**config.mk**
```make
export PLATFORM = sky130hd
export DESIGN_NAME = n64_ctrl_sniffer_mp
export DESIGN_NICKNAME = d
export VERILOG_FILES = /design/src/rtl/n64_ctrl_sniffer_mp.sv
export SDC_FILE = /design/constraint.sdc
export NUM_CORES = 1
export LEC_CHECK = 0
export ABC_AREA = 0
export ABC_CLOCK_PERIOD_IN_PS = 6000
export CORE_MARGIN = 4
export CORE_UTILIZATION = 55
export CTS_BUF_LIST = sky130_fd_sc_hd__clkbuf_4 sky130_fd_sc_hd__clkbuf_8
export CTS_CLUSTER_DIAMETER = 120
export CTS_CLUSTER_SIZE = 14
export DETAILED_ROUTE_END_ITERATION = 8
export GPL_ROUTABILITY_DRIVEN = 0
export PLACE_DENSITY = 0.88
export SYNTH_ARGS = -nofsm -noshare
export SYNTH_HDL_FRONTEND = slang
export SYNTH_SLANG_ARGS = --single-unit
```
**constraint.sdc**
```tcl
create_clock -name CTRL_CLK -period 6 [get_ports CTRL_CLK]
set_input_delay 1.2 -clock CTRL_CLK [delete_from_list [all_inputs] [get_ports CTRL_CLK]]
set_output_delay 1.2 -clock CTRL_CLK [all_outputs]
set_load 0.05 [all_outputs]
```
**src/rtl/n64_ctrl_sniffer_mp.sv**
```systemverilog
// Passive multi-port N64 joybus sniffer: decodes poll/status responses per port,
// hands poll frames over via toggle-ack handshakes and raises an IGR console reset.
module n64_ctrl_sniffer_mp #(
  parameter int unsigned NUM_PORTS = 1,
  parameter int unsigned CNT_W     = 8,
  parameter logic [15:0] IGR_COMBO = 16'h0000,
  parameter logic [19:0] RST_LEN   = 20'hFFFFF
) (
  input  logic                     CTRL_CLK,
  input  logic                     CTRL_RST,
  input  logic [NUM_PORTS-1:0]     CTRL_i,
  input  logic [NUM_PORTS-1:0]     igr_en_i,
  output logic [32*NUM_PORTS-1:0]  ctrl_data_o,
  output logic [24*NUM_PORTS-1:0]  status_o,
  output logic [NUM_PORTS-1:0]     new_data_o,
  input  logic [NUM_PORTS-1:0]     ack_i,
  output logic [NUM_PORTS-1:0]     overrun_o,
  output logic [NUM_PORTS-1:0]     detected_o,
  output logic                     drv_rst_o
);

  typedef enum logic [1:0] {
    S_IDLE,
    S_CMD,
    S_RESP_POLL,
    S_RESP_STAT
  } state_t;

  localparam logic [CNT_W-1:0] SAT = '1;

  logic [NUM_PORTS-1:0] igr_en_s0;
  logic [NUM_PORTS-1:0] igr_en_s1;
  logic [NUM_PORTS-1:0] igr_hit;
  logic [19:0]          rst_cnt;

  always_ff @(posedge CTRL_CLK or posedge CTRL_RST) begin
    if (CTRL_RST) begin
      igr_en_s0 <= '0;
      igr_en_s1 <= '0;
    end else begin
      igr_en_s0 <= igr_en_i;
      igr_en_s1 <= igr_en_s0;
    end
  end

  for (genvar p = 0; p < NUM_PORTS; p++) begin : g_port
    logic [2:0]       hist;
    logic [2:0]       ack_sh;
    logic [CNT_W-1:0] cnt;
    logic [CNT_W-1:0] lo_len;
    state_t           state, state_nxt;
    logic [31:0]      sr, sr_nxt;
    logic [5:0]       bcnt, bcnt_nxt;
    logic             fall, rise, bit_val, sat, ack_pulse;
    logic             poll_done, stat_done, no_resp;
    logic [31:0]      data_q;
    logic [23:0]      stat_q;
    logic             new_q, ovr_q, det_q;

    assign fall      = hist[2] & ~hist[1];
    assign rise      = ~hist[2] & hist[1];
    assign bit_val   = lo_len < cnt;
    assign sat       = (cnt == SAT);
    assign ack_pulse = ack_sh[2] ^ ack_sh[1];

    always_ff @(posedge CTRL_CLK or posedge CTRL_RST) begin
      if (CTRL_RST) begin
        hist   <= '1;
        ack_sh <= '0;
        cnt    <= '0;
        lo_len <= '0;
      end else begin
        hist   <= {hist[1:0], CTRL_i[p]};
        ack_sh <= {ack_sh[1:0], ack_i[p]};
        if (fall | rise)
          cnt <= '0;
        else if (!sat)
          cnt <= cnt + CNT_W'(1);
        if (rise)
          lo_len <= cnt;
      end
    end

    always_ff @(posedge CTRL_CLK or posedge CTRL_RST) begin
      if (CTRL_RST) begin
        state <= S_IDLE;
        sr    <= '0;
        bcnt  <= '0;
      end else begin
        state <= state_nxt;
        sr    <= sr_nxt;
        bcnt  <= bcnt_nxt;
      end
    end

    // The 9th command negedge samples the console stop bit; it only triggers the decode.
    always_comb begin
      state_nxt = state;
      sr_nxt    = sr;
      bcnt_nxt  = bcnt;
      poll_done = 1'b0;
      stat_done = 1'b0;
      no_resp   = 1'b0;
      case (state)
        S_IDLE: begin
          if (fall && sat) begin
            state_nxt = S_CMD;
            sr_nxt    = '0;
            bcnt_nxt  = '0;
          end
        end
        S_CMD: begin
          if (sat) begin
            state_nxt = S_IDLE;
            no_resp   = 1'b1;
          end else if (fall) begin
            if (bcnt == 6'd8) begin
              sr_nxt   = '0;
              bcnt_nxt = '0;
              case (sr[7:0])
                8'h01:        state_nxt = S_RESP_POLL;
                8'h00, 8'hFF: state_nxt = S_RESP_STAT;
                default:      state_nxt = S_IDLE;
              endcase
            end else begin
              sr_nxt   = {sr[30:0], bit_val};
              bcnt_nxt = bcnt + 6'd1;
            end
          end
        end
        S_RESP_POLL: begin
          if (sat) begin
            state_nxt = S_IDLE;
          end else if (fall) begin
            sr_nxt   = {bit_val, sr[31:1]};
            bcnt_nxt = bcnt + 6'd1;
            if (bcnt == 6'd31) begin
              poll_done = 1'b1;
              state_nxt = S_IDLE;
            end
          end
        end
        S_RESP_STAT: begin
          if (sat) begin
            state_nxt = S_IDLE;
          end else if (fall) begin
            sr_nxt   = {8'h00, bit_val, sr[23:1]};
            bcnt_nxt = bcnt + 6'd1;
            if (bcnt == 6'd23) begin
              stat_done = 1'b1;
              state_nxt = S_IDLE;
            end
          end
        end
        default: state_nxt = S_IDLE;
      endcase
    end

    // A completing frame beats a coincident ack: data stays flagged, overrun is cleared.
    always_ff @(posedge CTRL_CLK or posedge CTRL_RST) begin
      if (CTRL_RST) begin
        data_q <= '0;
        stat_q <= '0;
        new_q  <= 1'b0;
        ovr_q  <= 1'b0;
        det_q  <= 1'b0;
      end else begin
        if (poll_done) begin
          data_q <= sr_nxt;
          new_q  <= 1'b1;
          ovr_q  <= ack_pulse ? 1'b0 : (ovr_q | new_q);
        end else if (ack_pulse) begin
          new_q <= 1'b0;
          ovr_q <= 1'b0;
        end
        if (stat_done)
          stat_q <= sr_nxt[23:0];
        if (poll_done | stat_done)
          det_q <= 1'b1;
        else if (no_resp)
          det_q <= 1'b0;
      end
    end

    assign igr_hit[p]              = poll_done & igr_en_s1[p] & (sr_nxt[15:0] == IGR_COMBO);
    assign ctrl_data_o[32*p +: 32] = data_q;
    assign status_o[24*p +: 24]    = stat_q;
    assign new_data_o[p]           = new_q;
    assign overrun_o[p]            = ovr_q;
    assign detected_o[p]           = det_q;
  end

  always_ff @(posedge CTRL_CLK or posedge CTRL_RST) begin
    if (CTRL_RST) begin
      drv_rst_o <= 1'b0;
      rst_cnt   <= '0;
    end else if (|igr_hit) begin
      drv_rst_o <= 1'b1;
      rst_cnt   <= RST_LEN;
    end else if (rst_cnt != '0) begin
      rst_cnt <= rst_cnt - 20'd1;
    end else begin
      drv_rst_o <= 1'b0;
    end
  end

endmodule
```
==> results of run 1 <==
==> worst max-delay path, cell delays in order (launching register included) <==
cell and delay, ns:
dfstp_2 0.54, ha_1 0.37, inv_1 0.21, a21oi_4 0.50
nand4_4 0.65, a2111oi_4 0.53, nand4b_2 0.52, nand3_1 0.23
==> layer usage <==
metal | wire (um) | part of all wire, % | track usage (%) | vias to the layer above
met5 | 0 | 0 | 0 | -
met4 | 228 | 1.5 | 6.886 | 0
met3 | 1114 | 7.3 | 6.247 | 23
met2 | 7304 | 48 | 34.50 | 237
met1 | 6595 | 43 | 31.10 | 2601
li1 | - | - | - | 2475
==> area by class of cell <==
class	instances	area [um2]
Clock buffer	25	319.1
Clock inverter	6	80.08
Fill cell	876	3844
Inverter	43	166.4
Multi-Input combinational cell	463	2748
Sequential cell	144	3607
Tap cell	143	178.9
Timing Repair Buffer	68	670.6
==> where the power goes <==
group / internal, mW / switching, mW
clock: 0.428 / 0.347
sequential: 0.981 / 0.00745
combinational: 0.0214 / 0.0491
==> path summary, 6_finish.rpt <==
kind / cells after the start / end / slack, ns
max: 7 / rst_cnt[13]$_DFFE_PP0P_ / 2.33
min: 0 / igr_en_s1$_DFF_PP0_ / 0.35
min in group asynchronous: 2 / rst_cnt[16]$_DFFE_PP0P_ / 1.36
max reg2reg: 7 / rst_cnt[13]$_DFFE_PP0P_ / 2.33
min reg2reg: 0 / igr_en_s1$_DFF_PP0_ / 0.35
max in group asynchronous: 3 / ctrl_data_o[9]$_DFFE_PP0P_ / 3.57
==> flip-flops by register name, summed over array words and instances (netlist names), 2 cells and up <==
signal,cells
rst_cnt,20
g_port.sr,32
g_port.lo_len,8
ctrl_data_o,32
g_port.state,2
status_o,24
g_port.bcnt,6
g_port.hist,3
g_port.cnt,8
g_port.ack_sh,3
==> cell usage after synthesis (all sizes together) (6+ instances only) <==
library cell / instances
nand3: 18
o21ai: 76
buf: 14
a222oi: 6
xnor2: 11
nor2b: 6
ha: 13
nor2: 30
a21oi: 31
xor2: 8
nor3: 18
nand4: 7
mux2: 16
dfrtp: 141
inv: 43
nand2: 133
a22oi: 14
a22o: 11
clkbuf: 18
nor4: 10
==> metrics by stage <==
step           util [%]  power (mW)  worst slack (ns)  area (um2)
2_1_floorplan         -       1.056            0.9387        6660
3_3_place_gp      63.47       1.073             2.600        7371
3_5_place_dp      63.47       1.078             2.441        7371
4_1_cts           66.90       1.842             2.408        7770
5_1_grt           66.90       1.898             2.048        7770
6_report          66.90       1.834             2.327        7770
==> cell families after synthesis <==
kind of cell	after synthesis	share of synthesized area, %
simple gates	243	16.96
compound gates	170	16.34
flops	144	54.16
buf+inv	75	4.584
xor+xnor	19	2.499
mux	18	3.006
fa+ha+maj	13	2.442
==> summary.md, run 1 <==
| Metric | Value |
|---|---|
| Die Area | `13,930 um2` |
| Number of global-route vias before repair | `5,248` |
| Synth unique cells | `59` |
| Ant. Diodes | `0` |
| RSZ-0062 raised after global routing | `no` |
| Slew headroom | `30.39%` |
| Final Hold Vio Count | `0` |
| Mapped Area | `6660 um2` |
| Initial Util | `57.35%` |
| Avg Vias per Cell | `5.982` |
| First DRT Iteration DRCs | `667` |
| Most frequent cells in the layout | `dfrtp_1 (141), nand2_1 (133), o21ai_0 (75)` |
| Startpoint Class | `register` |
| Post-CTS setup buffer count | `0` |
| Worst Setup SP | `g_port[0].hist[2]$_DFF_PP1_` |
| TritonCTS clock tree | `yes` |
| Final period util | `61.22%` |
| Finished Layout Cells | `892` |
| WHS | `0.3497 ns` |
| Fin crit period | `3.673 ns` |
| Root buffer cell | `clkbuf_8` |
| Pin count of the biggest net entering global routing | `112` |
| Seq/Total Area, Yosys | `54.16%` |
| Post-cts resize count | `0` |
| Net Count, Synth | `700` |
| Core Footprint | `11,610 um2` |
| WL/cell | `17.09 um` |
| First-pass GRT wire length | `25,590 um` |
| Layout cells sized above 1 | `8.812%` |
| Worst Hold Class | `register to register` |
| # IOs | `65` |
| Synth Warn # | `0` |
| HP Start | `igr_en_s0$_DFF_PP0_` |
| Grt total ovfl | `0` |
| Detailed-route DRC error count | `0` |
| Clock transition at the registers of the reported paths | `0.08 ns` |
| CTS Hold Bufs | `0` |
| Commonest non-fill, non-tap cell in the layout | `dfrtp_1` |
| CTS Buf Count | `17` |
| Max FO, Critical Path | `50` |
| Row cnt | `39` |
| Die width | `118.0 um` |
| # clock sinks | `144` |
| Area Growth Syn to Fin | `16.66%` |
| Post-synth EDFFs | `0` |
| Die Ht | `118.0 um` |
| Clock Latency Late Sink | `0.45 ns` |
| Worst Path Arrival | `4.03 ns` |
| Worst path required time | `6.36 ns` |
| Power density cells | `236.0 nW/um2` |
| Setup TNS | `0 ns` |
| Leakage power | `3.751 nW` |
| Max Cap Viol | `0` |
| Fmax | `272.3 MHz` |
| Vias | `5,336` |
| Synth area leaders | `dfrtp_1 (53%), nand2_1 (7.5%), o21ai_0 (5.6%), mux2_2 (2.7%), ha_1 (2.4%)` |
| CP endpoint kind | `register` |
| Reg-to-Reg Start | `g_port[0].hist[2]$_DFF_PP1_` |
| Worst slew pin tran | `1.036 ns` |
| Peak VDD IR | `0.1878 mV` |
| Mean Syn Cell Area | `9.766 um2` |
| Slew Limit Fails | `0` |
| Ys async rst share | `100.0%` |
| Placed insts | `861` |
| H-tree depth | `4` |
| Initial antenna violation count | `0` |
| Top FF cell, synth | `dfrtp_1` |
| Port Buffer Count | `64` |
| Gr usage total | `22.41%` |
| Gate Count Post-Synth | `682` |
| Dpl hpwl | `10,100 um` |
| Yosys reg bits | `144` |
| Worst Clk Skew | `0.01450 ns` |
| Top-area cell type share of the netlist area | `52.98%` |
| Max clock buf depth | `2` |
| Cell type with the largest total area after synthesis | `dfrtp_1` |
| DR pass1 iterations | `6` |
| Final ANT Viol Nets | `0` |
| Fin nets | `755` |
| Final setup vio count | `0` |
| Total wire length | `15,240 um` |
| CP Class | `register to register` |
| Result of the run | `finished, final reports clean` |
No activity file was read; power rests on OpenSTA's default activity.
==> run 2: changes to the inputs <==
ABC_CLOCK_PERIOD_IN_PS = 3650   (was 6000)
clock period = 3.65 ns   (was 6 ns; I/O delays follow)
==> run 2 against run 1 <==
  * Power increased by 66%
  * Core utilization increased by 0.36 points
  * Flip-flop and latch count unchanged
  * Register-to-register slack got worse by 1.7 ns
  * Critical path depth unchanged
  * Routed wire length decreased by 0.30%
  * Critical path type unchanged
  * Largest cell class unchanged
==> summary.md, run 2 (synthesis results as in run 1) <==
| Metric | Value |
|---|---|
| Result of the run | `finished, final reports clean (unchanged)` |
| Slew Limit Fails | `0 (unchanged)` |
| Root buffer cell | `clkbuf_8 (unchanged)` |
| Die Area | `13,930 um2 (unchanged)` |
| Fin crit period | `3.017 ns (was 3.673 ns)` |
| GR Layer Usage met2 | `35.21% (was 34.50%)` |
| Slew headroom | `25.29% (was 30.39%)` |
| Max Cap Viol | `0 (unchanged)` |
| Most frequent cells in the layout | `dfrtp_1 (141), nand2_1 (133), o21ai_0 (75) (unchanged)` |
| Worst Path Arrival | `3.37 ns (was 4.03 ns)` |
| Initial Util | `57.35% (unchanged)` |
| Detailed-route DRC error count | `0 (unchanged)` |
| CP Class | `register to register (unchanged)` |
| Final setup vio count | `0 (unchanged)` |
| CTS Buf Count | `17 (unchanged)` |
| Worst slew pin tran | `1.112 ns (was 1.036 ns)` |
| Logic gate share of total power | `3.7% (was 3.8%)` |
| RSZ-0062 raised after global routing | `no (unchanged)` |
| Setup TNS | `0 ns (unchanged)` |
| Post-cts resize count | `0 (unchanged)` |
| # clock sinks | `144 (unchanged)` |
| Clock Latency Late Sink | `0.44 ns (was 0.45 ns)` |
| Worst path required time | `4.01 ns (was 6.36 ns)` |
| P_int | `2.354 mW (was 1.430 mW)` |
| Met1 Usage GRT | `29.32% (was 31.10%)` |
| Max clock buf depth | `2 (unchanged)` |
| # IOs | `65 (unchanged)` |
| NetSw | `0.6881 mW (was 0.4037 mW)` |
| CP endpoint kind | `register (unchanged)` |
| Die Ht | `118.0 um (unchanged)` |
| TritonCTS clock tree | `yes (unchanged)` |
| Reg power frac | `53.4% (was 53.9%)` |
| Layout fillers | `852 (was 876)` |
| Vias | `5,400 (was 5,336)` |
| Leakage power | `3.756 nW (was 3.751 nW)` |
| Core Footprint | `11,610 um2 (unchanged)` |
| DR pass1 iterations | `9 (was 6)` |
| H-tree depth | `4 (unchanged)` |
| Max FO, Critical Path | `26 (was 50)` |
| Final core utilization | `67.26% (was 66.90%)` |
| Commonest non-fill, non-tap cell in the layout | `dfrtp_1 (unchanged)` |
| Clk network pwr share | `42.8% (was 42.2%)` |
| Port Buffer Count | `64 (unchanged)` |
| Die width | `118.0 um (unchanged)` |
| Final ANT Viol Nets | `0 (unchanged)` |
| CTS Hold Bufs | `0 (unchanged)` |
| Clock transition at the registers of the reported paths | `0.08 ns (about the same)` |
| First DRT Iteration DRCs | `609 (was 667)` |
| Gr usage total | `22.20% (was 22.41%)` |
| WL/cell | `16.98 um (was 17.09 um)` |
| Final Hold Vio Count | `0 (unchanged)` |
| Pin count of the biggest net entering global routing | `145 (was 112)` |
| Grt total ovfl | `0 (unchanged)` |
| Total wire length | `15,200 um (was 15,240 um)` |
| Peak VDD IR | `0.2737 mV (was 0.1878 mV)` |
| Met3 GRT Util | `5.478% (was 6.247%)` |
| Fin nets | `757 (was 755)` |
| Area Growth Syn to Fin | `17.28% (was 16.66%)` |
| Ant. Diodes | `0 (unchanged)` |
| Avg Vias per Cell | `6.034 (was 5.982)` |
| Power density cells | `389.4 nW/um2 (was 236.0 nW/um2)` |
| Post-CTS setup buffer count | `0 (unchanged)` |
| Initial antenna violation count | `0 (unchanged)` |
| Sw frac | `22.62% (was 22.01%)` |
| Startpoint Class | `register (unchanged)` |
| Number of global-route vias before repair | `5,358 (was 5,248)` |
| Final period util | `82.65% (was 61.22%)` |
| Worst Clk Skew | `0.01559 ns (was 0.01450 ns)` |
| Row cnt | `39 (unchanged)` |
| Dpl hpwl | `10,330 um (was 10,100 um)` |
| Fmax | `331.5 MHz (was 272.3 MHz)` |
| Worst Hold Class | `register to register (unchanged)` |
| GRT Max-Usage Layer | `met2 (unchanged)` |
| First-pass GRT wire length | `25,600 um (was 25,590 um)` |
| Layout cells sized above 1 | `9.176% (was 8.812%)` |
-- run 2: changes by cell type in the layout (fill, tap and decap cells not counted) --
cell	change
clkinvlp_4	+3
clkbuf_4	-1
buf_12	+1
clkinv_2	-2
clkinv_4	+1
buf_4	+1
-- run 2: final timing paths --
path	from	endpoint	slack, ns	cells after the start
setup / recovery	g_port[0].cnt[0]$_DFFE_PP0P_	rst_cnt[0]$_DFFE_PP0P_	0.63	7
hold / removal	g_port[0].ack_sh[0]$_DFF_PP0_	g_port[0].ack_sh[1]$_DFF_PP0_	0.36	0
setup reg to reg	g_port[0].cnt[0]$_DFFE_PP0P_	rst_cnt[0]$_DFFE_PP0P_	0.63	7
hold reg to reg	g_port[0].ack_sh[0]$_DFF_PP0_	g_port[0].ack_sh[1]$_DFF_PP0_	0.36	0
max in group asynchronous	CTRL_RST	g_port[0].sr[17]$_DFF_PP0_	2.23	3
min in group asynchronous	CTRL_RST	status_o[21]$_DFFE_PP0P_	0.87	3
-- run 2: final cells by class --
| class | count | area, um2 | area share [%] |
|---|---|---|---|
| clock buffers | 24 | 311.5 | 3.988 |
| repair buffers | 70 | 698.2 | 8.938 |
| clock inverters | 8 | 102.6 | 1.313 |
| flip-flops and latches | 144 | 3607 | 46.18 |
| inverters | 43 | 165.2 | 2.114 |
| multi-input cells | 463 | 2748 | 35.18 |
| well taps | 143 | 178.9 | 2.291 |
-- run 2: power groups by stage --
stage	logic, mW	clock network, mW	registers [mW]
after floorplan	0.0826	0	1.65
after global placement	0.110	0	1.65
after detailed placement	0.116	0	1.66
after CTS	0.116	1.32	1.63
after global routing	0.132	1.38	1.63
final	0.113	1.30	1.63
-- run 2: critical path, cell delays in order, from the launching register on --
cell and delay [ns]:
dfrtp_1 0.43, ha_1 0.30, nand4_2 0.19, o21ai_4 0.59, nor2_1 0.28, a22oi_1 0.38, nand4b_2 0.54, nand2_1 0.23
-- run 2: metal layers --
layer / up-vias / share of wire [%]
met2: 252 / 48
met3: 37 / 8.1
met1: 2626 / 42
met4: 0 / 2.2
met5: - / 0
li1: 2485 / -
-- run 2: per-stage QoR --
stage	setup slack, ns	total power [mW]	hold slack [ns]	instances	area, um2
after floorplan	1.117	1.736	0.3312	682	6664
after global placement	0.8555	1.764	0.3353	863	7397
after detailed placement	0.7041	1.772	0.3418	863	7397
after CTS	0.6923	3.059	0.3595	895	7811
after global routing	0.3246	3.142	0.3610	895	7811
final	0.6332	3.042	0.3575	895	7811
==> run 3: changes to the inputs <==
ABC_CLOCK_PERIOD_IN_PS = 3000   (was 3650)
clock period = 3 ns   (was 3.65 ns; I/O delays follow)
==> run 3 against run 2 <==
  * Clock power is 36% higher
  * Worst setup slack lost 0.38 ns
  * Final cell count rose by 0.89%
  * Routed wire length is 1.5% higher
  * Clock skew down 0.0083 ns
  * Critical path depth is 1 higher
  * Global-route usage rose by 0.64 points
  * Worst hold slack lost 0.0063 ns
  * Via count up 1.5%
  * Sequential power up 21%
  * Critical path type unchanged
  * Highest routed layer unchanged
==> summary.md, run 3 (synthesis results as in run 1) <==
| Metric | Value |
|---|---|
| Result of the run | `finished, final reports clean (unchanged)` |
| Die Area | `13,930 um2 (unchanged)` |
| CTS Buf Count | `17 (unchanged)` |
| First DRT Iteration DRCs | `670 (was 609)` |
| Most frequent cells in the layout | `dfrtp_1 (141), nand2_1 (133), o21ai_0 (75) (unchanged)` |
| Total power | `3.887 mW (was 3.042 mW)` |
| Max clock buf depth | `2 (unchanged)` |
| Fin nets | `765 (was 757)` |
| Fin crit period | `2.747 ns (was 3.017 ns)` |
| Reg-to-reg slack, setup | `0.25 ns (was 0.63 ns)` |
| Final period util | `91.58% (was 82.65%)` |
| Max FO, Critical Path | `21 (was 26)` |
| Dpl ws | `0.2929 ns (was 0.7041 ns)` |
| Vias | `5,483 (was 5,400)` |
| DR pass1 iterations | `8 (was 9)` |
| Worst Path Arrival | `3.12 ns (was 3.37 ns)` |
| Final Hold Vio Count | `0 (unchanged)` |
| Die width | `118.0 um (unchanged)` |
| # clock sinks | `144 (unchanged)` |
| Number of global-route vias before repair | `5,256 (was 5,358)` |
| Slew Limit Fails | `0 (unchanged)` |
| Design Area, Final | `7928 um2 (was 7811 um2)` |
| Worst slew pin tran | `1.009 ns (was 1.112 ns)` |
| Core Footprint | `11,610 um2 (unchanged)` |
| Power density cells | `490.3 nW/um2 (was 389.4 nW/um2)` |
| Row cnt | `39 (unchanged)` |
| FF+latch area | `3607 um2 (unchanged)` |
| RSZ-0062 raised after global routing | `no (unchanged)` |
| Worst Hold Class | `register to register (unchanged)` |
| Detailed-route DRC error count | `0 (unchanged)` |
| Post-cts resize count | `0 (unchanged)` |
| # IOs | `65 (unchanged)` |
| Die Ht | `118.0 um (unchanged)` |
| Leakage power | `3.815 nW (was 3.756 nW)` |
| Slew headroom | `32.23% (was 25.29%)` |
| Post-CTS setup buffer count | `0 (unchanged)` |
| Initial antenna violation count | `0 (unchanged)` |
| First-pass GRT wire length | `25,980 um (was 25,600 um)` |
| CTS Hold Bufs | `0 (unchanged)` |
| Placed inst area | `7457 um2 (was 7397 um2)` |
| Grt total ovfl | `0 (unchanged)` |
| Max Cap Viol | `0 (unchanged)` |
| Finished Layout Cells | `903 (was 895)` |
| Final setup vio count | `0 (unchanged)` |
| WL/cell | `17.08 um (was 16.98 um)` |
| Port Buffer Count | `64 (unchanged)` |
| Clock Latency Late Sink | `0.44 ns (about the same)` |
| Area of the multi-input gates | `2748 um2 (unchanged)` |
| H-tree depth | `4 (unchanged)` |
| Total wire length | `15,420 um (was 15,200 um)` |
| Worst path required time | `3.37 ns (was 4.01 ns)` |
| Initial Util | `57.35% (unchanged)` |
| Area Growth Syn to Fin | `19.03% (was 17.28%)` |
| Commonest non-fill, non-tap cell in the layout | `dfrtp_1 (unchanged)` |
| Gr usage total | `22.84% (was 22.20%)` |
| Final ANT Viol Nets | `0 (unchanged)` |
| TritonCTS clock tree | `yes (unchanged)` |
| Avg Vias per Cell | `6.072 (was 6.034)` |
| Layout cells sized above 1 | `10.13% (was 9.176%)` |
| Post-route setup slack | `0.2526 ns (was 0.6332 ns)` |
| Peak VDD IR | `0.5922 mV (was 0.2737 mV)` |
| Root buffer cell | `clkbuf_8 (unchanged)` |
| Worst Clk Skew | `0.007262 ns (was 0.01559 ns)` |
| Pin count of the biggest net entering global routing | `145 (unchanged)` |
| CP endpoint kind | `register (unchanged)` |
| Startpoint Class | `register (unchanged)` |
| Ant. Diodes | `0 (unchanged)` |
| Layout fillers | `849 (was 852)` |
| CP Class | `register to register (unchanged)` |
| Fmax | `364.0 MHz (was 331.5 MHz)` |
| Dpl hpwl | `10,480 um (was 10,330 um)` |
| Placed insts | `871 (was 863)` |
| Clock transition at the registers of the reported paths | `0.08 ns (about the same)` |
| Setup TNS | `0 ns (unchanged)` |
[run 3: cell count changes in the layout (fill, tap and decap cells not counted)]
cell        change
buf_4           +8
bufinv_16       +3
clkbuf_4        -3
clkbuf_8        -2
clkinv_4        +1
clkinvlp_4      +1
[run 3: critical path, stage by stage (launching register included)]
cell and delay [ns]:
dfstp_2 0.54, ha_1 0.36, inv_1 0.22, a21oi_4 0.49, nand4_4 0.18, a2111oi_4 0.40
nand4b_2 0.15, buf_4 0.23, nand3_1 0.10
[run 3: metrics by stage]
stage / util [%] / hold WS [ns]
after floorplan: - / 0.3312
after global placement: 64.21 / 0.3325
after detailed placement: 64.21 / 0.3347
after CTS: 68.26 / 0.3512
after global routing: 68.26 / 0.3574
final: 68.26 / 0.3512
[run 3: path summary, 6_finish.rpt]
kind	start	cells after the start	to
setup reg to reg	g_port[0].hist[2]$_DFF_PP1_	8	rst_cnt[13]$_DFFE_PP0P_
min in group asynchronous	CTRL_RST	3	status_o[20]$_DFFE_PP0P_
setup / recovery	g_port[0].hist[2]$_DFF_PP1_	8	rst_cnt[13]$_DFFE_PP0P_
hold / removal	g_port[0].ack_sh[0]$_DFF_PP0_	0	g_port[0].ack_sh[1]$_DFF_PP0_
max in group asynchronous	CTRL_RST	3	g_port[0].sr[11]$_DFF_PP0_
hold reg to reg	g_port[0].ack_sh[0]$_DFF_PP0_	0	g_port[0].ack_sh[1]$_DFF_PP0_
[run 3: area by class of cell]
cell class / count / share of cell area (%)
well taps: 143 / 2.257
clock buffers: 19 / 3.299
inverters: 43 / 2.083
multi-input cells: 463 / 34.66
flip-flops and latches: 144 / 45.50
clock inverters: 13 / 2.636
repair buffers: 78 / 9.564
[run 3: power breakdown]
| group | switching [mW] | internal (mW) | leakage (nW) |
|---|---|---|---|
| logic | 0.0922 | 0.0451 | 1.60 |
| registers | 0.0151 | 1.96 | 1.99 |
| clock network | 0.737 | 1.04 | 0.228 |
[run 3: per-layer routing]
| metal | part of all wire, % | global-route usage, % | up-vias |
|---|---|---|---|
| li1 | - | - | 2504 |
| met1 | 41 | 30.40 | 2662 |
| met2 | 48 | 35.79 | 282 |
| met3 | 8.4 | 7.016 | 35 |
| met4 | 2.1 | 7.692 | 0 |
| met5 | 0 | 0 | - |
